==> src/rtl/calyx_prims_pkg.sv <==
// Shared types and helpers for the Calyx arithmetic primitives.
package calyx_prims_pkg;

  typedef enum logic [1:0] {
    DIV_IDLE,
    DIV_RUN,
    DIV_DONE
  } div_state_t;

  // Counter width able to hold WIDTH-1, never narrower than one bit.
  function automatic int div_cnt_w(input int width);
    return (width <= 1) ? 1 : $clog2(width);
  endfunction

endpackage

==> src/rtl/std_div_step.sv <==
// One restoring-division step: shift in a dividend bit, trial-subtract the divisor.
module std_div_step
  import calyx_prims_pkg::*;
#(
  parameter int WIDTH = 32
) (
  input  logic [WIDTH-1:0] rem_i,
  input  logic             bit_i,
  input  logic [WIDTH-1:0] divisor_i,
  output logic [WIDTH-1:0] rem_o,
  output logic             q_o
);

  // One extra bit so the shifted remainder never overflows against a divisor with its MSB set.
  logic [WIDTH:0] trial;
  logic [WIDTH:0] dvs_ext;

  assign trial   = {rem_i, bit_i};
  assign dvs_ext = {1'b0, divisor_i};
  assign q_o     = (trial >= dvs_ext);
  assign rem_o   = WIDTH'(q_o ? (trial - dvs_ext) : trial);

endmodule

==> src/rtl/std_div_seq.sv <==
// Multi-cycle unsigned restoring divider, one quotient bit per cycle, go/done handshake.
module std_div_seq
  import calyx_prims_pkg::*;
#(
  parameter int WIDTH = 32
) (
  input  logic             clk,
  input  logic             reset,
  input  logic             go,
  input  logic [WIDTH-1:0] left,
  input  logic [WIDTH-1:0] right,
  output logic [WIDTH-1:0] out_quotient,
  output logic [WIDTH-1:0] out_remainder,
  output logic             done
);

  localparam int CNT_W = div_cnt_w(WIDTH);

  div_state_t       state_q, state_d;
  logic [WIDTH-1:0] dvd_q, dvd_d;
  logic [WIDTH-1:0] dvs_q, dvs_d;
  logic [WIDTH-1:0] rem_q, rem_d;
  logic [CNT_W-1:0] cnt_q, cnt_d;
  logic [WIDTH-1:0] quo_q, quo_d;
  logic [WIDTH-1:0] remo_q, remo_d;

  logic [WIDTH-1:0] step_rem;
  logic             step_q;

  std_div_step #(.WIDTH(WIDTH)) u_step (
    .rem_i     (rem_q),
    .bit_i     (dvd_q[WIDTH-1]),
    .divisor_i (dvs_q),
    .rem_o     (step_rem),
    .q_o       (step_q)
  );

  always_ff @(posedge clk or negedge reset) begin
    if (!reset) begin
      state_q <= DIV_IDLE;
      dvd_q   <= '0;
      dvs_q   <= '0;
      rem_q   <= '0;
      cnt_q   <= '0;
      quo_q   <= '0;
      remo_q  <= '0;
    end else begin
      state_q <= state_d;
      dvd_q   <= dvd_d;
      dvs_q   <= dvs_d;
      rem_q   <= rem_d;
      cnt_q   <= cnt_d;
      quo_q   <= quo_d;
      remo_q  <= remo_d;
    end
  end

  always_comb begin
    state_d = state_q;
    dvd_d   = dvd_q;
    dvs_d   = dvs_q;
    rem_d   = rem_q;
    cnt_d   = cnt_q;
    quo_d   = quo_q;
    remo_d  = remo_q;
    done    = 1'b0;
    case (state_q)
      DIV_IDLE: begin
        if (go) begin
          if (right != '0) begin
            dvd_d   = left;
            dvs_d   = right;
            rem_d   = '0;
            cnt_d   = CNT_W'(WIDTH - 1);
            state_d = DIV_RUN;
          end else begin
            // Divide by zero short-circuits straight to completion.
            quo_d   = '1;
            remo_d  = left;
            state_d = DIV_DONE;
          end
        end
      end
      DIV_RUN: begin
        // The dividend register doubles as the quotient: bits shift out the top, results in the bottom.
        rem_d = step_rem;
        dvd_d = (dvd_q << 1) | WIDTH'(step_q);
        cnt_d = cnt_q - CNT_W'(1);
        if (cnt_q == '0) begin
          quo_d   = dvd_d;
          remo_d  = step_rem;
          state_d = DIV_DONE;
        end
      end
      DIV_DONE: begin
        done    = 1'b1;
        state_d = DIV_IDLE;
      end
      default: state_d = DIV_IDLE;
    endcase
  end

  assign out_quotient  = quo_q;
  assign out_remainder = remo_q;

endmodule
==> config.mk <==
export PLATFORM = sky130hd
export DESIGN_NAME = std_div_seq
export DESIGN_NICKNAME = d
export VERILOG_FILES = /design/src/rtl/calyx_prims_pkg.sv /design/src/rtl/std_div_step.sv /design/src/rtl/std_div_seq.sv
export SDC_FILE = /design/constraint.sdc
export NUM_CORES = 1
export LEC_CHECK = 0
export ABC_CLOCK_PERIOD_IN_PS = 4000
export BUFFER_PORTS_ARGS = -buffer_cell sky130_fd_sc_hd__buf_2
export CAP_MARGIN = 40
export CORE_MARGIN = 4
export CORE_UTILIZATION = 45
export CTS_BUF_LIST = sky130_fd_sc_hd__clkbuf_2
export CTS_CLUSTER_SIZE = 16
export DETAILED_ROUTE_END_ITERATION = 12
export GPL_TIMING_DRIVEN = 0
export PLACE_DENSITY = 0.74
export SYNTH_ARGS = -nofsm -noshare
export SYNTH_HDL_FRONTEND = slang
export SYNTH_HIERARCHICAL = 1
export SYNTH_SLANG_ARGS = --single-unit
==> constraint.sdc <==
create_clock -name clk -period 4 [get_ports clk]
set_clock_uncertainty 0.1 [all_clocks]
set_input_delay 0.8 -clock clk [delete_from_list [all_inputs] [get_ports clk]]
set_output_delay 0.8 -clock clk [all_outputs]
set_load 0.005 [all_outputs]
# == Word-level counts from Yosys, hierarchy flattened ==
# Index checks and enable logic that the tools add are counted.
# word_totals
wordCells,48
ff_bits,167
out_inout_bits,65
# classes
n_lt_le_gt_ge,1
bitwise,1
add_sub_neg,2
muxes,23
eq_ne,6
reduce_logical,8
# ops
cell,count
$mux W32,11
$pmux W32 S2,4
$ge A33 B32 Y1,1
$or A32 B1 Y32,1
$reduce_bool A32 Y1,1
$sub A32 B32 Y32,1
$mux W5,2
$pmux W5 S2,1
$ne A2 B2 Y1 const B,4
$mux W2,3
$reduce_and A3 Y1,2
$logic_not A5 Y1,1
$sub A5 B1 Y5 const B,1
$pmux W2 S2,1
$reduce_and A4 Y1,1
$eq A2 B1 Y1 const B,1
$eq A2 B2 Y1 const B,1
$logic_not A2 Y1,1
$reduce_and A2 Y1,1
$reduce_bool A2 Y1,1
$mux W1,1

# == Longest topological paths before layout ==
# Gate-level depths: netlist (run 1).
# logic_depth
depth_word,4
ltp_mapped,16
mapped_depth_nobuf,13

# == Modules after synthesis ==
# Netlist (run 1), hierarchy kept.
# by_module_without_submodules
module,seq_area_each_um2,instances,area_per_inst_um2,cells_each
std_div_seq,4179.0,1,6722.7,508
std_div_step,0.0,1,2331.0,323

# == Worst setup path before layout (run 1) ==
# OpenSTA, ideal clock, no wires.
# synth_path
kind,register to register
from,register rem_q[6]
to,register remo_q[21] (netlist: out_remainder[21])
synth_period_minus_slack_ns,3.182
path_stages_with_launch,15
arrival_ns,2.956
path_buffers,2
setup_slack_ns,0.818
setup_time_ns,0.126
cell_sequence,dfrtp_1 > ha_1 > a21oi_2 > a211oi_1 > or3_4 > nor4b_4 > o21ai_2 > a31oi_4 > o21a_4 > inv_2 > buf_6 > buf_12 > mux2_4 > mux2i_1 > a21oi_1
# synth_via
elab_chain_len,4
word_cells_on_any_way,5
classes_between,add/sub (1); order compare (1); mux (3)
# synth_rtl
element,line,source
"start, declared",std_div_seq.sv:22,"logic [WIDTH-1:0] rem_q, rem_d;"
"start signal, assigned",std_div_seq.sv:51,rem_q <= rem_d;
$ge A33 B32 Y1,std_div_step.sv:20,assign q_o = (trial >= dvs_ext);
net step_q,std_div_seq.sv:28,logic step_q;
$mux W32,std_div_step.sv:21,assign rem_o = WIDTH'(q_o ? (trial - dvs_ext) : trial);
net step_rem[21],std_div_seq.sv:27,logic [WIDTH-1:0] step_rem;
$mux W32,std_div_seq.sv:89,if (cnt_q == '0) begin
$pmux W32 S2,std_div_seq.sv:67,case (state_q)
"end signal, assigned",std_div_seq.sv:54,remo_q <= remo_d;
"end, declared",std_div_seq.sv:25,"logic [WIDTH-1:0] remo_q, remo_d;"
# The timed path passes the listed nets, and every way through them passes these cells. The select of a mux whose other input is x is not followed.
# A chain may end at the register's enable or synchronous reset.

# == Final worst setup path (run 1) ==
# layout_path
from,register rem_q[9]
to,register remo_q[28] (netlist: out_remainder[28])
# Same word-level chain as after synthesis.

==> results of run 1 <==
==> cell usage after synthesis, drive strengths merged (10+ instances only) <==
cell / n / share of area, %
dfrtp: 167 / 46
mux2: 61 / 8.0
a21oi: 59 / 3.3
inv: 46 / 1.9
nor3: 40 / 2.2
and2: 36 / 2.5
mux2i: 36 / 4.0
a22o: 33 / 3.2
ha: 33 / 4.6
a221o: 32 / 3.5
o22a: 32 / 3.1
clkbuf: 29 / 1.2
nand2: 28 / 1.2
buf: 25 / 1.9
nor2: 25 / 1.0
o21ai: 18 / 1.0
xnor2: 18 / 1.7
nand4: 12 / 0.83
a21o: 10 / 0.83
nor4: 10 / 0.69
==> power by group through the flow <==
stage | registers [mW] | clock network (mW) | logic, mW
finish | 2.98 | 0.942 | 7.21
global route | 3.07 | 1.04 | 7.94
CTS | 2.97 | 0.960 | 7.17
detailed placement | 3.01 | 0 | 7.13
global placement | 3.00 | 0 | 6.94
floorplan | 2.86 | 0 | 5.52
==> layer usage <==
metal	up-vias	part of all wire (%)	track usage, %	routed length (µm)
li1	3392	-	-	-
met1	3568	45	30.7	11000
met2	205	48	36.3	11800
met3	38	4.6	3.63	1110
met4	0	1.9	7.09	472
met5	-	0	0	0
==> state kept, by name, indices dropped and copies added, names as in the netlist <==
register	cells
dvs_q	32
rem_q	32
cnt_q	5
out_remainder	32
state_q	2
dvd_q	32
out_quotient	32
==> path summary, 6_finish.rpt <==
path / from / endpoint / slack, ns / cells after the start
min in group asynchronous: reset / out_remainder[24] / 0.43 / 2
min: left[17] / dvd_q[17] / 0.09 / 2
min reg2reg: out_quotient[26] / out_quotient[26] / 0.42 / 1
max: rem_q[9] / out_remainder[28] / 0.25 / 15
max in group asynchronous: reset / rem_q[3] / 2.52 / 3
max reg2reg: rem_q[9] / out_remainder[28] / 0.25 / 15
==> cell families after synthesis <==
| group | count (synthesis) |
|---|---|
| XOR/XNOR | 26 |
| adder cells (fa/ha/maj) | 34 |
| AND/OR/NAND/NOR | 181 |
| flip-flops | 167 |
| buffers and inverters | 100 |
| AO/OA/AOI/OAI | 226 |
| multiplexers | 97 |
==> area by class of cell <==
cell class                 instances  area (µm²)
clock inverter                    15         159
sequential                       167        4180
inverter                          46         173
multi-input combinational        564        4440
clock buffer                      17        85.1
tap                              265         332
timing repair buffer             136         731
antenna                            2        5.00
fill                            1822        9280
buffer                            54         277
==> repair_timing <==
action / in CTS / in global routing
resized for setup: 0 / 2
endpoints found under the setup margin: 0 / 48
hold endpoints to repair: 74 / 0
hold buffers: 1 / 0
==> impl_metrics.toml, run 1 <==
[power_and_ir_drop]
ir_drop_mv = 0.521
p_comb_share_pct = 64.8
switching_power_mw = 4.85
finalPower_mw = 11.1
power.static_leakage_nw = 5.19
p_seq_share_pct = 26.7
pwr-share-clk_pct = 8.5
p_sw_share_pct = 43.6
p_int_mw = 6.28
powerDensity_nw_per_um2 = 1070

[sta]
timing.hold.ws_ns = 0.0880
worst_pin_slew_ns = 0.837
fmax_ghz = 0.266
min_period_over_period_pct = 93.8
setup_tns_ns = 0
finalHoldViolCount = 0
finalSetupViolations = 0
drv_slew = 0
rsz0062_at_grt = "false"
fin_crit_ns = 3.75
postLayoutSetupSlackWorst_ns = 0.247
maxSlewHeadroom_pct = 44.2

[detailed_routing]
drtAntennaViolNets = 0
wl_per_cell_um = 19.2
drt_iter0_drc = 538
vias_per_cell = 5.69
drt-total-wl_um = 24400
firstDrtPassIters = 5
dr_total_vias = 7203
drcViolationCount = 0

[placed_design]
dp.cells = 1230
place_ws_ns = 0.0971
gp_congestion = 0.912
hpwl_um = 18500
place_area_um2 = 10100
portBuffers = 131

[cells_and_area]
fin_nets = 1087
layout_commonest_cell = "dfrtp_1"
instances_no_fill = 1266
utilization_pct = 52.8
area_growth_pct = 14.6
final_layout_size_suffix_gt1_share_pct = 26.4
layout_common_cells = "167 x dfrtp_1, 147 x buf_2, 58 x a21oi_1, 52 x mux2_2, 45 x inv_1"
postLayoutCellArea_um2 = 10400

[clocking]
cts_inserted_buffers = 17
clk_latency_ns = 0.83
cts_root_buffer = "clkbuf_2"
clk_pin_slew_ns = 0.32
clock_path_buffers = 2
cts_tree = "done"
htree_levels = 4
clock-sinks = 167
postCtsSetupBuffers = 0

[synth]
synth_area_per_cell_um2 = 10.9
synth-seq-area-share_pct = 46.2
ys_ff_latch = 167
synth_xor_area_share_pct = 2.52
synth-edff-count = 0
synth_area_um2 = 9050
synthSimpleGateAreaFrac_pct = 10.8
synth_compound_area_share_pct = 18.9
synth_cell_types = 59
synth_flop_cell = "dfrtp_1"
async_flop_share_pct = 100
syn_nets = 932
synth_warnings = 6
synth_mux_area_share_pct = 11.9
synth_top_family_by_area = "compound AO/OA/AOI/OAI gates"
netlist_instances = 831
synth_fa_ha_area_share_pct = 4.78

[floorplan]
rows = 51
core_area_um2 = 19700
die-area_um2 = 22500
io_pins = 132
die_height_um = 150
die_w_um = 150
start_util_pct = 46.1

[critical_path]
slowest_delay_ns = 0.47
crit_path_end_kind = "flop"
cp.required_ns = 4.62
crit_fanout = 11
critical_path.top_delay_family = "compound AO/OA/AOI/OAI gates"
cp_cell_sequence = "ha_1, clkbuf_1, nand4_1, nor3_2, o211ai_1, nor4b_4, o21ai_2, a31oi_4, o21a_4, inv_2, buf_6, buf_12, mux2_4, mux2i_1, a21oi_1"
critical_path_class = "flop to flop"
worst_setup_path_start_kind = "flop"
cp.buffers_inverters = 4
arrival_ns = 4.37
critPathSlowestCell = "dfrtp_1"

[global_route]
first_global_vias = 7292
grt_max_degree = 94
grt_use_total_pct = 22.3
grt_first_pass_wirelength_um = 39000
grt_antenna_before_repair = 2
gr-total-overflow = 0

[min_path]
min_path_type = "input pin to flop"

[run_status]
status = "finished clean"

[flow_run]
maxCapViolCount = 0
Power figures use the tool's default switching activity.
==> run 2: changes to the inputs <==
==> constraint.sdc (replaced) <==
create_clock -name clk -period 4 [get_ports clk]
set_clock_uncertainty 0.1 [all_clocks]
set_input_delay 0.2 -clock clk [delete_from_list [all_inputs] [get_ports clk]]
set_output_delay 0.2 -clock clk [all_outputs]
set_load 0.005 [all_outputs]
==> impl_metrics.toml, run 2 (synthesis gave the netlist of run 1 again) <==
[placed_design]
gp_congestion = 0.912
place_ws_ns = 0.0971
hpwl_um = 18500
portBuffers = 131

[detailed_routing]
drt_iter0_drc = 582
drcViolationCount = 0
vias_per_cell = 5.60
firstDrtPassIters = 5
drt-total-wl_um = 25000
wl_per_cell_um = 18.7
dr_total_vias = 7464
drtAntennaViolNets = 0

[flow_run]
maxCapViolCount = 0

[critical_path]
worst_setup_path_start_kind = "flop"
critical_path_class = "flop to flop"
arrival_ns = 4.30
crit_fanout = 11
crit_path_end_kind = "flop"
cp.required_ns = 4.60

[floorplan]
die-area_um2 = 22500
die_height_um = 150
die_w_um = 150
core_area_um2 = 19700
io_pins = 132
start_util_pct = 46.1
rows = 51

[min_path]
min_path_type = "input pin to flop"

[sta]
finalHoldViolCount = 0
timing.hold.ws_ns = 0.0569
worst_pin_slew_ns = 0.831
fmax_ghz = 0.270
finalSetupViolations = 0
postLayoutSetupSlackWorst_ns = 0.298
rsz0062_at_grt = "false"
maxSlewHeadroom_pct = 44.6
min_period_over_period_pct = 92.5
fin_crit_ns = 3.70
drv_slew = 0

[global_route]
grt_first_pass_wirelength_um = 40300
grt_use_total_pct = 22.9
grt_antenna_before_repair = 1
grt_use_met3_pct = 4.06
first_global_vias = 7632
globalRouteMet2Util_pct = 37.8
use_met1_pct = 30.8
busiest_layer = "met2"
grt_max_degree = 94
gr-total-overflow = 0

[cells_and_area]
layout_common_cells = "167 x dfrtp_1, 147 x buf_2, 68 x dlygate4sd3_1, 58 x a21oi_1, 52 x mux2_2"
layout_commonest_cell = "dfrtp_1"
area_growth_pct = 22.3
final_layout_size_suffix_gt1_share_pct = 24.8
fin_nets = 1155

[clocking]
clock_path_buffers = 2
clock-sinks = 167
cts_inserted_buffers = 17
clk_pin_slew_ns = 0.31
postCtsSetupBuffers = 0
cts_tree = "done"
htree_levels = 4
clk_latency_ns = 0.81
cts_root_buffer = "clkbuf_2"

[power_and_ir_drop]
finalPower_mw = 11.2
powerDensity_nw_per_um2 = 1010
power.static_leakage_nw = 5.49
ir_drop_mv = 0.520

[run_status]
status = "finished clean"
-- run 2: cell count changes in the layout (fill, tap and decap cells not counted), sizes merged --
cell / before / now
dlygate4sd3: 1 / 68
buf: 159 / 160
diode: 2 / 1
-- run 2: final timing paths --
| kind | startpoint | endpoint | slack, ns | cells past startpoint |
|---|---|---|---|---|
| worst max-delay path | rem_q[9] | out_remainder[21] | 0.30 | 15 |
| worst max register to register | rem_q[9] | out_remainder[21] | 0.30 | 15 |
| min in group asynchronous | reset | dvd_q[22] | 0.39 | 4 |
| worst min register to register | out_quotient[10] | out_quotient[10] | 0.42 | 1 |
| max in group asynchronous | reset | out_quotient[9] | 2.97 | 4 |
| worst min-delay path | left[19] | dvd_q[19] | 0.06 | 3 |
-- run 2: metal layers --
metal,share of wire [%],up-vias
met5,0,-
met2,49,222
li1,-,3524
met3,5.6,37
met1,44,3681
met4,2.0,0
-- run 2: final cells by class --
cell class / instances / area [µm²]
fill: 1750 / 8580
multi-input combinational: 564 / 4440
sequential: 167 / 4180
timing repair buffer: 204 / 1430
tap: 265 / 332
buffer: 54 / 277
inverter: 46 / 173
clock inverter: 15 / 159
clock buffer: 17 / 85.1
antenna: 1 / 2.50
-- run 2: stage by stage --
stage                     area [µm²]  utilization, %  TNS, ns  std cells
final                          11100            56.3        0       1333
after global routing           11100            56.3        0       1333
after CTS                      11100            56.2        0       1331
after detailed placement       10100            51.4        0       1230
after global placement         10000            51.1   -0.186       1227
after floorplan                 9050               -        0        831
-- run 2: where the power goes --
part	switching (mW)	total, mW	internal, mW
Combinational	3.64	7.27	3.63
Clock	0.683	0.937	0.254
Sequential	0.530	2.98	2.45
Total	4.86	11.2	6.33
-- run 2: what timing repair did --
action,in CTS,in global routing
hold buffers,69,0
endpoints found under the setup margin,0,48
hold endpoints to repair,279,0
resized for setup,0,2
-- run 2: worst max-delay path, cell delays in order (launching register included) --
cell	delay (ns)
dfrtp_1	0.47
ha_1	0.29
clkbuf_1	0.26
nand4_1	0.24
nor3_2	0.33
o211ai_1	0.18
nor4b_4	0.19
o21ai_2	0.19
a31oi_4	0.13
o21a_4	0.29
inv_2	0.08
buf_6	0.16
buf_12	0.17
mux2_4	0.32
mux2i_1	0.14
a21oi_1	0.08
==> run 3: changes to the inputs <==
- BUFFER_PORTS_ARGS: -buffer_cell sky130_fd_sc_hd__buf_2 -> not set
- DONT_BUFFER_PORTS: not set -> 1
- HOLD_SLACK_MARGIN: not set -> 0.1
- PLACE_DENSITY: 0.74 -> 0.69
==> impl_metrics.toml, run 3 (synthesis gave the netlist of run 1 again) <==
[critical_path]
crit_fanout = 7
critical_path_class = "flop to flop"
crit_path_end_kind = "flop"
slowest_delay_ns = 0.46
critPathSlowestCell = "dfrtp_1"
worst_setup_path_start_kind = "flop"
r2r_slack_ns = 0.15
cp.required_ns = 4.59
cp_common_cell = "a31o_2"
arrival_ns = 4.44
cp_cell_sequence = "ha_1, clkbuf_1, nand4_1, nor3_4, a31o_2, nor4b_4, and2b_1, a31o_2, and3_1, o41ai_1, clkdlybuf4s15_2, mux2i_1, a21oi_1"

[cells_and_area]
multiInputGateArea_um2 = 4440
final_layout_size_suffix_gt1_share_pct = 12.9
utilization_pct = 57.1
fin_nets = 1100
layout_common_cells = "167 x dfrtp_1, 146 x dlygate4sd3_1, 58 x a21oi_1, 52 x mux2_2, 45 x inv_1"
instances_no_fill = 1278
seq_area_um2 = 4180
layout_commonest_cell = "dfrtp_1"
postLayoutCellArea_um2 = 11200
area_growth_pct = 24.0
nFillCells = 1763

[sta]
rsz0062_at_grt = "false"
postLayoutSetupSlackWorst_ns = 0.151
fin_crit_ns = 3.85
min_period_over_period_pct = 96.2
finalSetupViolations = 0
worst_pin_slew_ns = 0.876
maxSlewHeadroom_pct = 41.2
drv_slew = 0
timing.hold.ws_ns = 0.172
setup_tns_ns = 0
fmax_ghz = 0.260
finalHoldViolCount = 0

[global_route]
grt_first_pass_wirelength_um = 40700
grt_antenna_before_repair = 1
grt_use_total_pct = 23.1
gr-total-overflow = 0
first_global_vias = 7446
grt_max_degree = 92

[placed_design]
portBuffers = 0
place_ws_ns = 0.00983
hpwl_um = 18200
place_area_um2 = 9400
gp_congestion = 0.910
dp.cells = 1097

[run_status]
status = "finished clean"

[floorplan]
io_pins = 132
core_area_um2 = 19700
start_util_pct = 46.1
die_height_um = 150
rows = 51
die_w_um = 150
die-area_um2 = 22500

[clocking]
cts_tree = "done"
cts_root_buffer = "clkbuf_2"
clock_path_buffers = 2
clk_pin_slew_ns = 0.24
htree_levels = 4
clk_latency_ns = 0.77
postCtsSetupBuffers = 0
cts_inserted_buffers = 17
clock-sinks = 167

[detailed_routing]
dr_total_vias = 7312
firstDrtPassIters = 5
drcViolationCount = 0
vias_per_cell = 5.72
wl_per_cell_um = 20.3
drtAntennaViolNets = 0
drt_iter0_drc = 609
drt-total-wl_um = 26000

[min_path]
min_path_type = "input pin to flop"

[power_and_ir_drop]
powerDensity_nw_per_um2 = 1050
power.static_leakage_nw = 5.24
finalPower_mw = 11.8
ir_drop_mv = 0.628

[flow_run]
maxCapViolCount = 0
run 3: cell types whose count changed in the layout (fill, tap and decap cells not counted), sizes merged:
cell	delta
clkinv	-2
dlygate4sd3	+78
inv	-3
bufinv	+3
clkinvlp	+2
buf	-133
run 3: critical path: cells and delay by family, from the launching register on:
family | cells | cell delay, ns
AOI/OAI and AO/OA | 4 | 1.13
adders and majority gates | 1 | 0.30
buffers and inverters | 2 | 0.52
DFF | 1 | 0.46
muxes | 1 | 0.09
and+or+nand+nor | 5 | 1.21
run 3: timing repair:
item	4_1_cts	5_1_grt
cloned	0	0
endpoints found under the hold margin	308	2
setup endpoints to repair	1	1
hold buffers	146	2
gates resized for setup	1	1
pin swaps	0	0
run 3: layout make-up:
class	instances	share of cell area (%)
Clock inverter	15	1.89
Clock buffer	17	0.758
Multi-Input combinational cell	564	39.5
Tap cell	265	2.95
Buffer	54	2.46
Sequential cell	167	37.2
Timing Repair Buffer	149	13.6
Antenna cell	1	0.0223
Inverter	46	1.54
run 3: worst paths after layout:
kind,startpoint,to,depth (start not counted)
setup / recovery,rem_q[9],out_remainder[31],13
hold / removal,left[25],out_remainder[25],3
setup reg to reg,rem_q[9],out_remainder[31],13
hold reg to reg,dvd_q[20],out_quotient[21],1
max in group asynchronous,reset,out_remainder[24],4
min in group asynchronous,reset,cnt_q[0],3
run 3: routing by layer:
metal	share of wire (%)	GRT usage, %	wire length [µm]
met1	43	30.6	11200
met2	49	38.9	12700
met3	6.3	5.57	1640
met4	1.4	4.76	366
met5	0	0	0
run 3: power breakdown:
| part | internal (mW) | switching (mW) | leakage (nW) |
|---|---|---|---|
| Combinational | 3.96 | 3.73 | 2.97 |
| Clock | 0.426 | 0.667 | 0.162 |
| Sequential | 2.45 | 0.608 | 2.11 |
